`config.mk`:
```
export PLATFORM = sky130hd
export DESIGN_NAME = audio_frame_sequencer
export DESIGN_NICKNAME = d
export VERILOG_FILES = /design/src/rtl/audio_frame_sequencer.sv
export SDC_FILE = /design/constraint.sdc
export NUM_CORES = 1
export LEC_CHECK = 0
export BUFFER_PORTS_ARGS = -buffer_cell sky130_fd_sc_hd__buf_2
export CAP_MARGIN = 10
export CORE_MARGIN = 2
export CORE_UTILIZATION = 45
export DETAILED_ROUTE_END_ITERATION = 7
export PLACE_DENSITY = 0.83
export SETUP_SLACK_MARGIN = 0.05
export SLEW_MARGIN = 5
export SYNTH_ARGS = -nofsm -noshare
export SYNTH_HDL_FRONTEND = slang
export SYNTH_SLANG_ARGS = --single-unit
```
`constraint.sdc`:
```
create_clock -name clk -period 1.7 [get_ports clk]
set_input_delay 0 -clock clk [delete_from_list [all_inputs] [get_ports clk]]
set_output_delay 0 -clock clk [all_outputs]
set_load 0.01 [all_outputs]
```
`src/rtl/audio_frame_sequencer.sv`:
```
// Ping-pong capture controller: fills two RAM banks alternately and hands full banks to the FFT.
// Define AUDIO_FRAME_SEQ_OVF_CNT_EN to add the saturating ovf_count port and counter.
module audio_frame_sequencer #(
  parameter int SAMPLE_W = 24,
  parameter int LOG2_N   = 9,
  parameter int OVF_W    = 16
) (
  input  logic                clk,
  input  logic                reset,
  input  logic                advance,
  input  logic [SAMPLE_W-1:0] sample_in,
  input  logic                enable,
  output logic                wr_en,
  output logic                wr_bank,
  output logic [LOG2_N-1:0]   wr_addr,
  output logic [SAMPLE_W-1:0] wr_data,
  output logic                frame_valid,
  output logic                frame_bank,
  input  logic                frame_ready,
  input  logic                frame_done,
`ifdef AUDIO_FRAME_SEQ_OVF_CNT_EN
  output logic [OVF_W-1:0]    ovf_count,
`endif
  output logic                overflow
);

  typedef enum logic [1:0] {
    ST_FREE = 2'd0,
    ST_FILL = 2'd1,
    ST_FULL = 2'd2,
    ST_BUSY = 2'd3
  } bank_st_e;

  localparam logic [LOG2_N-1:0] LAST_ADDR = '1;

  bank_st_e          r_st [2];
  bank_st_e          w_st_nxt [2];
  logic [LOG2_N-1:0] r_wptr;
  logic [LOG2_N-1:0] w_wptr_nxt;
  logic              r_rd_next;
  logic              w_rd_nxt;

  logic w_cap;
  logic w_fill_any;
  logic w_fill_bank;
  logic w_wr;
  logic w_last;
  logic w_drop;
  logic w_acc;
  logic w_done_bank;
  logic w_done_hit;
  logic w_fv_nxt;

  assign w_cap       = advance && enable;
  assign w_fill_any  = (r_st[0] == ST_FILL) || (r_st[1] == ST_FILL);
  assign w_fill_bank = (r_st[1] == ST_FILL);
  assign w_wr        = w_cap && w_fill_any;
  assign w_last      = w_wr && (r_wptr == LAST_ADDR);
  assign w_drop      = w_cap && !w_fill_any;
  assign w_acc       = frame_valid && frame_ready;
  // Prefer rd_next when it is BUSY so that, if both ever end up BUSY, the older one is released.
  assign w_done_bank = (r_st[r_rd_next] == ST_BUSY) ? r_rd_next : ~r_rd_next;
  assign w_done_hit  = frame_done && (r_st[w_done_bank] == ST_BUSY);

  // Bank state, write pointer and read-order register.
  always_ff @(posedge clk or negedge reset) begin
    if (!reset) begin
      r_st[0]   <= ST_FILL;
      r_st[1]   <= ST_FREE;
      r_wptr    <= '0;
      r_rd_next <= 1'b0;
    end else begin
      r_st[0]   <= w_st_nxt[0];
      r_st[1]   <= w_st_nxt[1];
      r_wptr    <= w_wptr_nxt;
      r_rd_next <= w_rd_nxt;
    end
  end

  // Next-state: write, handshake and release touch banks in distinct states, so they never collide.
  always_comb begin
    w_st_nxt[0] = r_st[0];
    w_st_nxt[1] = r_st[1];
    w_wptr_nxt  = r_wptr;
    w_rd_nxt    = r_rd_next;
    if (w_last) begin
      w_st_nxt[w_fill_bank] = ST_FULL;
      w_wptr_nxt            = '0;
    end else if (w_wr) begin
      w_wptr_nxt = r_wptr + LOG2_N'(1);
    end else begin
      w_wptr_nxt = r_wptr;
    end
    if (w_acc) begin
      w_st_nxt[r_rd_next] = ST_BUSY;
      w_rd_nxt            = ~r_rd_next;
    end else begin
      w_rd_nxt = r_rd_next;
    end
    if (w_done_hit) begin
      w_st_nxt[w_done_bank] = ST_FREE;
    end else begin
      w_st_nxt[w_done_bank] = w_st_nxt[w_done_bank];
    end
    // Whenever no bank would be filling, a free bank takes over immediately (stall exit included).
    if ((w_st_nxt[0] != ST_FILL) && (w_st_nxt[1] != ST_FILL)) begin
      if (w_st_nxt[0] == ST_FREE) begin
        w_st_nxt[0] = ST_FILL;
      end else if (w_st_nxt[1] == ST_FREE) begin
        w_st_nxt[1] = ST_FILL;
      end else begin
        w_st_nxt[1] = w_st_nxt[1];
      end
    end else begin
      w_st_nxt[0] = w_st_nxt[0];
    end
  end

  // Offer a bank only once it has been FULL for a cycle; a fresh offer waits until the other bank is not BUSY.
  always_comb begin
    w_fv_nxt = (r_st[w_rd_nxt] == ST_FULL) && (w_st_nxt[w_rd_nxt] == ST_FULL) &&
               (frame_valid || (r_st[~w_rd_nxt] != ST_BUSY));
  end

  // Registered RAM write port and frame presentation.
  always_ff @(posedge clk or negedge reset) begin
    if (!reset) begin
      wr_en       <= 1'b0;
      wr_bank     <= 1'b0;
      wr_addr     <= '0;
      wr_data     <= '0;
      frame_valid <= 1'b0;
      frame_bank  <= 1'b0;
      overflow    <= 1'b0;
    end else begin
      wr_en       <= w_wr;
      if (w_wr) begin
        wr_bank <= w_fill_bank;
        wr_addr <= r_wptr;
        wr_data <= sample_in;
      end
      frame_valid <= w_fv_nxt;
      frame_bank  <= w_rd_nxt;
      overflow    <= overflow | w_drop;
    end
  end

`ifdef AUDIO_FRAME_SEQ_OVF_CNT_EN
  // Dropped-sample counter, saturating at all-ones.
  always_ff @(posedge clk or negedge reset) begin
    if (!reset) begin
      ovf_count <= '0;
    end else if (w_drop && (ovf_count != {OVF_W{1'b1}})) begin
      ovf_count <= ovf_count + OVF_W'(1);
    end else begin
      ovf_count <= ovf_count;
    end
  end
`endif

endmodule

```
Yosys cells after proc, flatten, opt, wreduce, memory -nomap -nowiden

Cells that the tools add are included.

$add $sub $neg: 1
$lt $le $gt $ge: 8
Equal/unequal tests: 10
Mux-type cells: 37
Bitwise logic cells: 14
Reduce and logical (&&, ||, !) cells: 18

Operators by type and width:

| cell                                                                          | number |
|---|---|
| 2-bit two-way mux                                                             | 26 |
| 9-bit two-way mux                                                             | 2 |
| 1-bit logical AND                                                             | 12 |
| 4-bit two-way mux                                                             | 3 |
| 2-bit greater-or-equal comparator (second input constant)                     | 5 |
| 1-bit inverter with 2-bit output                                              | 5 |
| 9-bit by 1-bit adder with 9-bit output (second input constant)                | 1 |
| 9-bit equality test (second input constant)                                   | 1 |
| 2-bit equality test (second input constant)                                   | 4 |
| 2-bit demux with 1-bit select                                                 | 3 |
| 2-bit by 1-bit less-than comparator with 1-bit output (second input constant) | 3 |
| 4-bit AND                                                                     | 1 |
| 4-bit bitwise mux                                                             | 1 |
| 2-bit by 1-bit equality test with 1-bit output (second input constant)        | 2 |
| 2-bit logical NOT                                                             | 2 |
| 2-bit by 1-bit != test with 1-bit output (second input constant)              | 2 |
| 4-bit inverter                                                                | 1 |
| 4-bit OR                                                                      | 1 |
| 2-bit AND                                                                     | 1 |
| 1-bit logical OR                                                              | 2 |
| 1-bit two-way mux                                                             | 2 |
| 2-bit != test (second input constant)                                         | 1 |
| 1-bit inverter                                                                | 2 |
| 2-bit inverter                                                                | 1 |
| other kinds (4)                                                               | 4 |

Register bits: 51
Output and inout port bits: 38
Logic and storage cells: 98

Logic depth before layout (Yosys ltp)

Gate-level depths: netlist (run 1).

Depth after elaboration: 26
Gate-level depth with buffers: 8

Least setup slack after synthesis (run 1)

No wires, ideal clock.

Path type: flip-flop to flip-flop
From: reg r_wptr[0]
To: reg r_st[0] (netlist bit)
Library setup time: 0.126 ns
Arrival time: 1.748 ns
Required time: 1.574 ns
Slack: -0.174 ns
Cell stages (with the launch flop): 9
Period minus slack after synthesis: 1.874 ns
Cells stage by stage: dfrtp_1 ha_1 nand3_1 nor2_1 ha_1 and3_1 a311oi_1 o22ai_1 o311a_1

RTL lines:

| item                   | line | text |
|---|---|---|
| start, declared        | 38   | `logic [LOG2_N-1:0] r_wptr;` |
| start signal, assigned | 75   | `r_wptr <= w_wptr_nxt;` |
| end, declared          | 36   | `bank_st_e r_st [2];` |

==> results.py, run 1 <==
metrics = {
    "worst_hold_path": {
        "min_path_cells": 2,
        "hp-start": "enable",
        "hp-class": "in -> reg",
    },
    "critical_path": {
        "required_ps": 1930,
        "cp.arrival_ps": 1880,
        "cpMaxStageDelayCell": "dfrtp_1",
        "path_cells": "ha_4, nand3_4, nor2_4, ha_4, and3_4, nor3_2, a211o_1, a22oi_2",
        "regToRegSetupSlack_ps": 40,
        "cp_max_fo": 3,
        "crit_path_start": "r_wptr[0]",
        "cp_common_cell": "ha_4",
        "reg2reg_depth": 8,
        "max_stage_delay_ps": 410,
        "critPathLaunchType": "flop",
        "end_kind": "flop",
        "criticalPathCategory": "reg -> reg",
        "r2r_start": "r_wptr[0]",
    },
    "detailed_routing": {
        "routed_wl_mm": 5.54,
        "drc": 0,
        "wl_per_cell_microns": 13.5,
        "viasPerCell": 5.06,
        "drt_iter0_drc": 104,
        "vias": 2074,
        "drt-pass1-iter-count": 4,
        "antenna_left": 0,
    },
    "place": {
        "portBuffers": 67,
        "dpl_cell_area_sq_um": 2730,
        "place_congestion": 0.814,
        "dp_hpwl_mm": 3.48,
    },
    "clocking": {
        "cts_buffers": 5,
        "clock_latency_ps": 300,
        "htreeDepth": 2,
        "clock_sinks": 51,
        "tritoncts": "yes",
        "root_buffer": "clkbuf_8",
        "ctsLongestPathBuffers": 2,
        "clk_pin_slew_worst_paths_ps": 90,
    },
    "yosys": {
        "synth_top_family_by_area": "simple AND/OR/NAND/NOR gates",
        "yosys_warnings": 0,
        "synthArstFlopShare_pct": 100,
        "synth_fa_ha_area_share_pct": 1.15,
        "synth-compound-area-share_pct": 9.01,
        "synth_cell_types": 35,
        "synth.area.top_cells": "dfrtp_1 58%, nand2_1 19%, nand3_1 2.1%",
        "ys_ff_latch": 51,
        "synthSimpleGateAreaFrac_pct": 27.3,
        "yosys.area.top_type_share_pct": 57.7,
        "post-synth-top-area-cell": "dfrtp_1",
        "synth_flop_cell": "dfrtp_1",
        "synthesis.area_sq_um": 2170,
        "seq_area_frac_synth_pct": 58.9,
        "synth_nets": 272,
        "synthMuxAreaShare_pct": 0.462,
        "syn-mean-instance-area_sq_um": 9.03,
        "synth-edff-count": 0,
        "syn_inst": 240,
        "synth_xor_area_share_pct": 0.404,
    },
    "grt": {
        "grt_overflow": 0,
        "grt_pass1_vias": 2128,
        "grt_pass1_wl_mm": 9.33,
        "grt_max_degree": 32,
        "track_usage_pct": 21.8,
        "antenna_found_initial": 0,
    },
    "sta": {
        "slew_violations": 0,
        "fmax_mhz": 604,
        "min_period_over_period_pct": 97.4,
        "period_minus_slack_ps": 1660,
        "fin_skew_ps": 3.61,
        "worst-slew-pin-transition_ps": 483,
        "rsz0062_at_grt": "yes",
        "finalSetupViolCount": 0,
        "relSlewSlack_pct": 67.8,
        "tns_ps": 0,
        "finalHoldViolations": 0,
    },
    "floorplanning": {
        "ios": 68,
        "fp-row-count": 25,
        "start_util_pct": 46.2,
        "die_area_sq_um": 5390,
        "die_h_microns": 73.4,
        "die_width_microns": 73.4,
        "core_area_sq_um": 4690,
    },
    "layout": {
        "seq_area_sq_um": 1280,
        "fillers": 342,
        "multiInputGateArea_sq_um": 936,
        "drive_gt1_share_pct": 33.1,
        "final_nets": 388,
        "num_antenna_cells": 0,
        "syn_to_final_growth_pct": 47.8,
        "finalCoreUtilization_pct": 68.3,
        "design_area_sq_um": 3200,
    },
    "power_and_ir_drop": {
        "power.total_mw": 3.09,
        "p_leak_nw": 1.70,
        "ir_drop_mv": 0.481,
        "pwr_density_cell_nw_per_um2": 965,
    },
    "run_status": {
        "outcome": "complete, no violations",
    },
    "job": {
        "maxCapViolations": 0,
    },
}
## per-layer routing
layer | wire [microns] | up-vias | track usage (%) | share of wire [%]
li1 | - | 1022 | - | -
met2 | 2820 | 75 | 38.3 | 51
met1 | 2310 | 971 | 27.7 | 42
met3 | 355 | 6 | 5.35 | 6.4
met5 | 0 | - | 0 | 0
met4 | 48 | 0 | 3.84 | 0.87
## synthesized netlist by cell type, types with 2 or more instances
cell type  number
clkbuf_1        7
nand3b_1        2
or4_1           2
a21oi_1         5
and3_1          3
nor2b_1         2
buf_2           2
ha_1            2
nand2_1       111
dfrtp_1        50
nor2_1          6
inv_1           2
o31ai_1         4
o21ai_1         7
nand3_1         9
nand2b_1        4
a31oi_1         4
## critical path, delay by kind of cell (launching register included)
| family | cells | cell delay, ps |
|---|---|---|
| flip-flops | 1 | 410 |
| AO/OA/AOI/OAI | 2 | 430 |
| AND/OR/NAND/NOR | 4 | 430 |
| adder cells (fa/ha/maj) | 2 | 310 |
## logic make-up (layout without fill, tap and decap cells)
kind of cell,Yosys count,count (layout)
flops,51,51
simple gates,142,142
xor+xnor,1,1
fa+ha+maj,2,2
mux,1,1
buf+inv,13,129
compound gates,30,30
## worst paths after layout
kind / to
worst min-delay path: overflow
worst max-delay path: r_st[2]
worst min register to register: wr_addr[5]
min in group asynchronous: frame_bank
max in group asynchronous: r_st[2]
worst max register to register: r_st[2]
## registers in the layout (all words and copies together), names as in the netlist
register     flops
wr_data         24
r_wptr           9
wr_addr          9
r_st             4
frame_bank       1
frame_valid      1
overflow         1
wr_bank          1
wr_en            1
## final cells by class
class / count / area share (%)
Sequential cell: 51 / 39.9
Timing Repair Buffer: 119 / 25.1
Tap cell: 54 / 2.11
Inverter: 3 / 0.352
Multi-Input combinational cell: 176 / 29.2
Clock inverter: 2 / 1.17
Clock buffer: 5 / 2.15
## cells in the final DEF, fill, tap and decap left out, drive strengths merged, types with 2 or more instances in the layout
cell         Yosys  layout
dlygate4sd3      0      26
dfrtp           50      50
buf              3      93
clkbuf           7       5
or4              2       2
a21oi            5       5
nand3            9       9
o31ai            4       4
inv              3       3
nor2b            2       2
nor2             6       6
nand2b           4       4
ha               2       2
nand3b           2       2
o21ai            8       8
and3             3       3
a31oi            4       4
nand2          111     111
## per-stage QoR
step                std cells  setup WS, ps  hold WS (ps)
detailed placement        370         -18.1         -9.97
global placement          370          50.1         -11.9
finish                    410          44.2          9.66
floorplan                 240         -9.54          -296
CTS                       407          29.9          1.25
global route              410         -28.8          9.80
## where the power goes
part	internal (mW)	switching [mW]	leakage (nW)	total [mW]
registers	1.39	0.106	0.642	1.49
logic	0.385	0.402	1.01	0.787
clock network	0.430	0.381	0.0502	0.811
total	2.20	0.889	1.70	3.09
## repair_timing
item	CTS	global route
setup buffers	4	3
endpoints found under the hold margin	45	0
endpoints found under the setup margin	3	6
resized for setup	1	9
hold buffers	26	0
pin swaps	6	5
(Power assumes the default switching activity.)
==> run 2, diff against run 1 <==
--- a/config.mk
+++ b/config.mk
@@ -6,11 +6,11 @@
 export NUM_CORES = 1
 export LEC_CHECK = 0
 export BUFFER_PORTS_ARGS = -buffer_cell sky130_fd_sc_hd__buf_2
-export CAP_MARGIN = 10
+export CORE_ASPECT_RATIO = 0.8
 export CORE_MARGIN = 2
 export CORE_UTILIZATION = 45
 export DETAILED_ROUTE_END_ITERATION = 7
-export PLACE_DENSITY = 0.83
+export PLACE_DENSITY_LB_ADDON = 0.15
 export SETUP_SLACK_MARGIN = 0.05
 export SLEW_MARGIN = 5
 export SYNTH_ARGS = -nofsm -noshare
==> results.py, run 2 (same netlist as run 1, synthesis figures left out) <==
metrics = {
    "layout": {
        "num_antenna_cells": 0,
        "final_nets": 392,
        "drive_gt1_share_pct": 33.0,
        "fillers": 372,
        "final_common_cell": "nand2_1",
        "seq_area_sq_um": 1280,
        "top_register": "wr_data",
        "largest_reg_flops": 24,
        "stdcell_count": 421,
        "design_area_sq_um": 3280,
        "mostFrequentLayoutCells": "111 x nand2_1, 67 x buf_2, 49 x dfrtp_1",
        "syn_to_final_growth_pct": 51.3,
        "finalCoreUtilization_pct": 70.9,
        "multiInputGateArea_sq_um": 940,
        "reg_top3": "wr_data: 24 flops, r_wptr: 9 flops, wr_addr: 9 flops",
    },
    "floorplanning": {
        "die_area_sq_um": 5390,
        "die_h_microns": 66.1,
        "core_area_sq_um": 4620,
        "fp-row-count": 22,
        "ios": 68,
        "start_util_pct": 46.9,
        "die_width_microns": 81.6,
    },
    "critical_path": {
        "cp_max_fo": 3,
        "criticalPathCategory": "reg -> reg",
        "end_kind": "flop",
        "cp.arrival_ps": 1920,
        "critPathLaunchType": "flop",
        "required_ps": 1940,
    },
    "sta": {
        "rsz0062_at_grt": "yes",
        "min_period_over_period_pct": 98.9,
        "slew_violations": 0,
        "final.setup.worst_slack_ps": 19.4,
        "fmax_mhz": 595,
        "fin_skew_ps": 9.53,
        "period_minus_slack_ps": 1680,
        "finalSetupViolCount": 0,
        "relSlewSlack_pct": 60.9,
        "whs_ps": 58.5,
        "worst-slew-pin-transition_ps": 586,
        "tns_ps": 0,
        "finalHoldViolations": 0,
    },
    "grt": {
        "track_usage_pct": 21.2,
        "grt_overflow": 0,
        "grt_pass1_vias": 1935,
        "grt_pass1_wl_mm": 8.60,
        "grt_max_degree": 28,
        "antenna_found_initial": 0,
    },
    "detailed_routing": {
        "routed_wl_mm": 5.43,
        "drt_iter0_drc": 116,
        "drt-pass1-iter-count": 4,
        "drc": 0,
        "antenna_left": 0,
        "viasPerCell": 4.87,
        "wl_per_cell_microns": 12.9,
        "vias": 2050,
    },
    "place": {
        "pre_cts_ws_ps": -17.7,
        "dp_hpwl_mm": 3.47,
        "dpl_cell_area_sq_um": 2750,
        "portBuffers": 67,
        "place_congestion": 0.841,
        "dp.cells": 377,
    },
    "clocking": {
        "clock_sinks": 51,
        "root_buffer": "clkbuf_8",
        "clock_latency_ps": 310,
        "htreeDepth": 2,
        "ctsLongestPathBuffers": 2,
        "clk_pin_slew_worst_paths_ps": 90,
        "tritoncts": "yes",
        "cts_buffers": 5,
    },
    "power_and_ir_drop": {
        "p_leak_nw": 1.74,
        "power.total_mw": 3.25,
        "ir_drop_mv": 0.630,
        "pwr_density_cell_nw_per_um2": 992,
    },
    "worst_hold_path": {
        "hp-class": "in -> reg",
    },
    "run_status": {
        "outcome": "complete, no violations",
    },
    "job": {
        "maxCapViolations": 0,
    },
}
## run 2: power by group
group / internal (mW) / switching, mW
Sequential: 1.39 / 0.102
Clock: 0.587 / 0.408
Combinational: 0.383 / 0.389
## run 2: final timing paths
path	slack (ps)	depth (start not counted)	to	start
max	20	8	r_st[2]	r_wptr[3]
min	60	3	wr_bank	advance
max reg2reg	20	8	r_st[2]	r_wptr[3]
min reg2reg	470	2	wr_addr[0]	wr_addr[0]
max in group asynchronous	940	3	wr_data[15]	reset
min in group asynchronous	220	2	wr_data[0]	reset
## run 2: repair_timing
action / CTS / global route
hold buffers: 28 / 0
setup endpoints to repair: 2 / 8
hold endpoints to repair: 49 / 0
resized for setup: 1 / 8
pin swaps: 7 / 2
buffers inserted: 2 / 6
## run 2: worst max-delay path: stages, from the launching register on
cell	delay (ps)
dfrtp_1	370
and3_4	210
nand3_4	90
nor2_4	120
ha_4	160
and3_4	210
nor3_2	60
a211o_1	270
a22oi_2	130
## run 2: layer usage
metal  routed length (microns)  up-vias  track usage (%)
met2                      2580       60             33.8
met4                        81        0             8.13
met1                      2490      954             28.6
met3                       268        8             4.51
li1                          -     1028                -
met5                         0        -                0
## run 2: cell type report
| class | count | share of cell area (%) |
|---|---|---|
| clock buffer | 5 | 2.10 |
| clock inverter | 3 | 2.06 |
| inverter | 3 | 0.343 |
| multi-input combinational | 176 | 28.7 |
| sequential | 51 | 39.0 |
| tap | 60 | 2.29 |
| timing repair buffer | 123 | 25.6 |
==> run 3, diff against run 2 <==
--- a/config.mk
+++ b/config.mk
@@ -6,7 +6,6 @@
 export NUM_CORES = 1
 export LEC_CHECK = 0
 export BUFFER_PORTS_ARGS = -buffer_cell sky130_fd_sc_hd__buf_2
-export CORE_ASPECT_RATIO = 0.8
 export CORE_MARGIN = 2
 export CORE_UTILIZATION = 45
 export DETAILED_ROUTE_END_ITERATION = 7
==> results.py, run 3 (same netlist as run 1, synthesis figures left out) <==
metrics = {
    "run_status": {
        "outcome": "complete, no violations",
    },
    "sta": {
        "min_period_over_period_pct": 96.6,
        "slew_violations": 0,
        "fmax_mhz": 609,
        "tns_ps": 0,
        "finalHoldViolations": 0,
        "finalSetupViolCount": 0,
        "rsz0062_at_grt": "yes",
        "period_minus_slack_ps": 1640,
        "relSlewSlack_pct": 57.6,
        "worst-slew-pin-transition_ps": 637,
        "fin_skew_ps": 8.26,
    },
    "detailed_routing": {
        "drt_iter0_drc": 94,
        "wl_per_cell_microns": 13.2,
        "routed_wl_mm": 5.38,
        "antenna_left": 0,
        "viasPerCell": 5.07,
        "vias": 2068,
        "drc": 0,
        "drt-pass1-iter-count": 4,
    },
    "place": {
        "dp_hpwl_mm": 3.32,
        "portBuffers": 67,
        "place_congestion": 0.790,
    },
    "layout": {
        "final_common_cell": "nand2_1",
        "num_antenna_cells": 0,
        "top_register": "wr_data",
        "syn_to_final_growth_pct": 46.0,
        "largest_reg_flops": 24,
        "drive_gt1_share_pct": 32.5,
        "mostFrequentLayoutCells": "111 x nand2_1, 67 x buf_2, 50 x dfrtp_1",
        "reg_top3": "wr_data: 24 flops, r_wptr: 9 flops, wr_addr: 9 flops",
        "final_nets": 385,
    },
    "clocking": {
        "cts_buffers": 5,
        "root_buffer": "clkbuf_8",
        "ctsLongestPathBuffers": 2,
        "clock_sinks": 51,
        "clk_pin_slew_worst_paths_ps": 90,
        "htreeDepth": 2,
        "tritoncts": "yes",
        "clock_latency_ps": 310,
    },
    "critical_path": {
        "reg2reg_depth": 8,
        "critPathLaunchType": "flop",
        "cp_max_fo": 3,
        "cp.arrival_ps": 1880,
        "required_ps": 1940,
        "criticalPathCategory": "reg -> reg",
        "end_kind": "flop",
    },
    "floorplanning": {
        "die_area_sq_um": 5390,
        "core_area_sq_um": 4690,
        "die_h_microns": 73.4,
        "die_width_microns": 73.4,
        "fp-row-count": 25,
        "ios": 68,
        "start_util_pct": 46.2,
    },
    "power_and_ir_drop": {
        "ir_drop_mv": 0.566,
        "power.total_mw": 2.94,
        "p_leak_nw": 1.68,
        "pwr_density_cell_nw_per_um2": 930,
    },
    "job": {
        "maxCapViolations": 0,
    },
    "grt": {
        "antenna_found_initial": 0,
        "grt_overflow": 0,
        "grt_max_degree": 52,
        "grt_pass1_wl_mm": 8.67,
        "grt_pass1_vias": 1857,
        "track_usage_pct": 21.0,
    },
    "worst_hold_path": {
        "min_path_cells": 4,
        "hp-class": "in -> reg",
    },
}
==> run 3: cell count changes in the layout (fill, tap and decap cells not counted), sizes merged <==
| cell | previous run | this run |
|---|---|---|
| buf | 95 | 88 |
| bufinv | 2 | 0 |
| clkinv | 0 | 1 |
| clkinvlp | 1 | 2 |
==> run 3: stage by stage <==
step	setup WS, ps	hold slack (ps)	instances	area, sq um	utilization [%]
2_1_floorplan	-9.54	-296	240	2230	-
4_1_cts	9.63	35.6	406	3090	65.9
3_5_place_dp	13.8	151	370	2720	58.0
5_1_grt	-35.0	71.7	408	3160	67.4
3_3_place_gp	40.9	151	370	2720	58.0
6_report	57.1	69.7	408	3160	67.4
==> run 3: final cells by class <==
cell class                 instances  area [sq um]
inverter                           3          11.3
clock buffer                       5          68.8
multi-input combinational        176           946
fill                             381          1530
tap                               54          67.6
sequential                        51          1280
clock inverter                     3          20.0
timing repair buffer             116           773
==> run 3: power breakdown <==
| group | internal [mW] | leakage [nW] | total, mW | switching, mW |
|---|---|---|---|---|
| logic | 0.359 | 0.992 | 0.752 | 0.393 |
| registers | 1.39 | 0.644 | 1.49 | 0.101 |
| clock network | 0.287 | 0.0402 | 0.702 | 0.415 |
==> run 3: final timing paths <==
check | start | slack [ps] | to
worst max-delay path | r_wptr[3] | 60 | r_st[2]
worst min-delay path | frame_done | 70 | r_st[3]
worst max register to register | r_wptr[3] | 60 | r_st[2]
worst min register to register | wr_addr[7] | 470 | wr_addr[7]
max in group asynchronous | reset | 940 | wr_addr[6]
min in group asynchronous | reset | 330 | wr_data[2]
==> run 3: layer usage <==
metal / track usage [%] / vias to the layer above / share of wire, %
li1: - / 1013 / -
met4: 7.47 / 0 / 1.9
met2: 33.8 / 58 / 49
met3: 5.35 / 11 / 4.8
met1: 27.7 / 986 / 44
met5: 0 / - / 0
==> run 3: critical path: stages, from the launching register on <==
cell and delay (ps):
dfrtp_1 360, and3_4 220, nand3_4 90, nor2_4 110
ha_4 140, and3_4 200, nor3_2 50, a211o_1 250
a22oi_1 160
==> run 3: what timing repair did <==
action | 4_1_cts | 5_1_grt
endpoints found under the setup margin | 2 | 5
endpoints found under the hold margin | 76 | 0
gates resized for setup | 1 | 11
pin swaps | 1 | 3
setup buffers | 0 | 2
hold buffers | 28 | 0
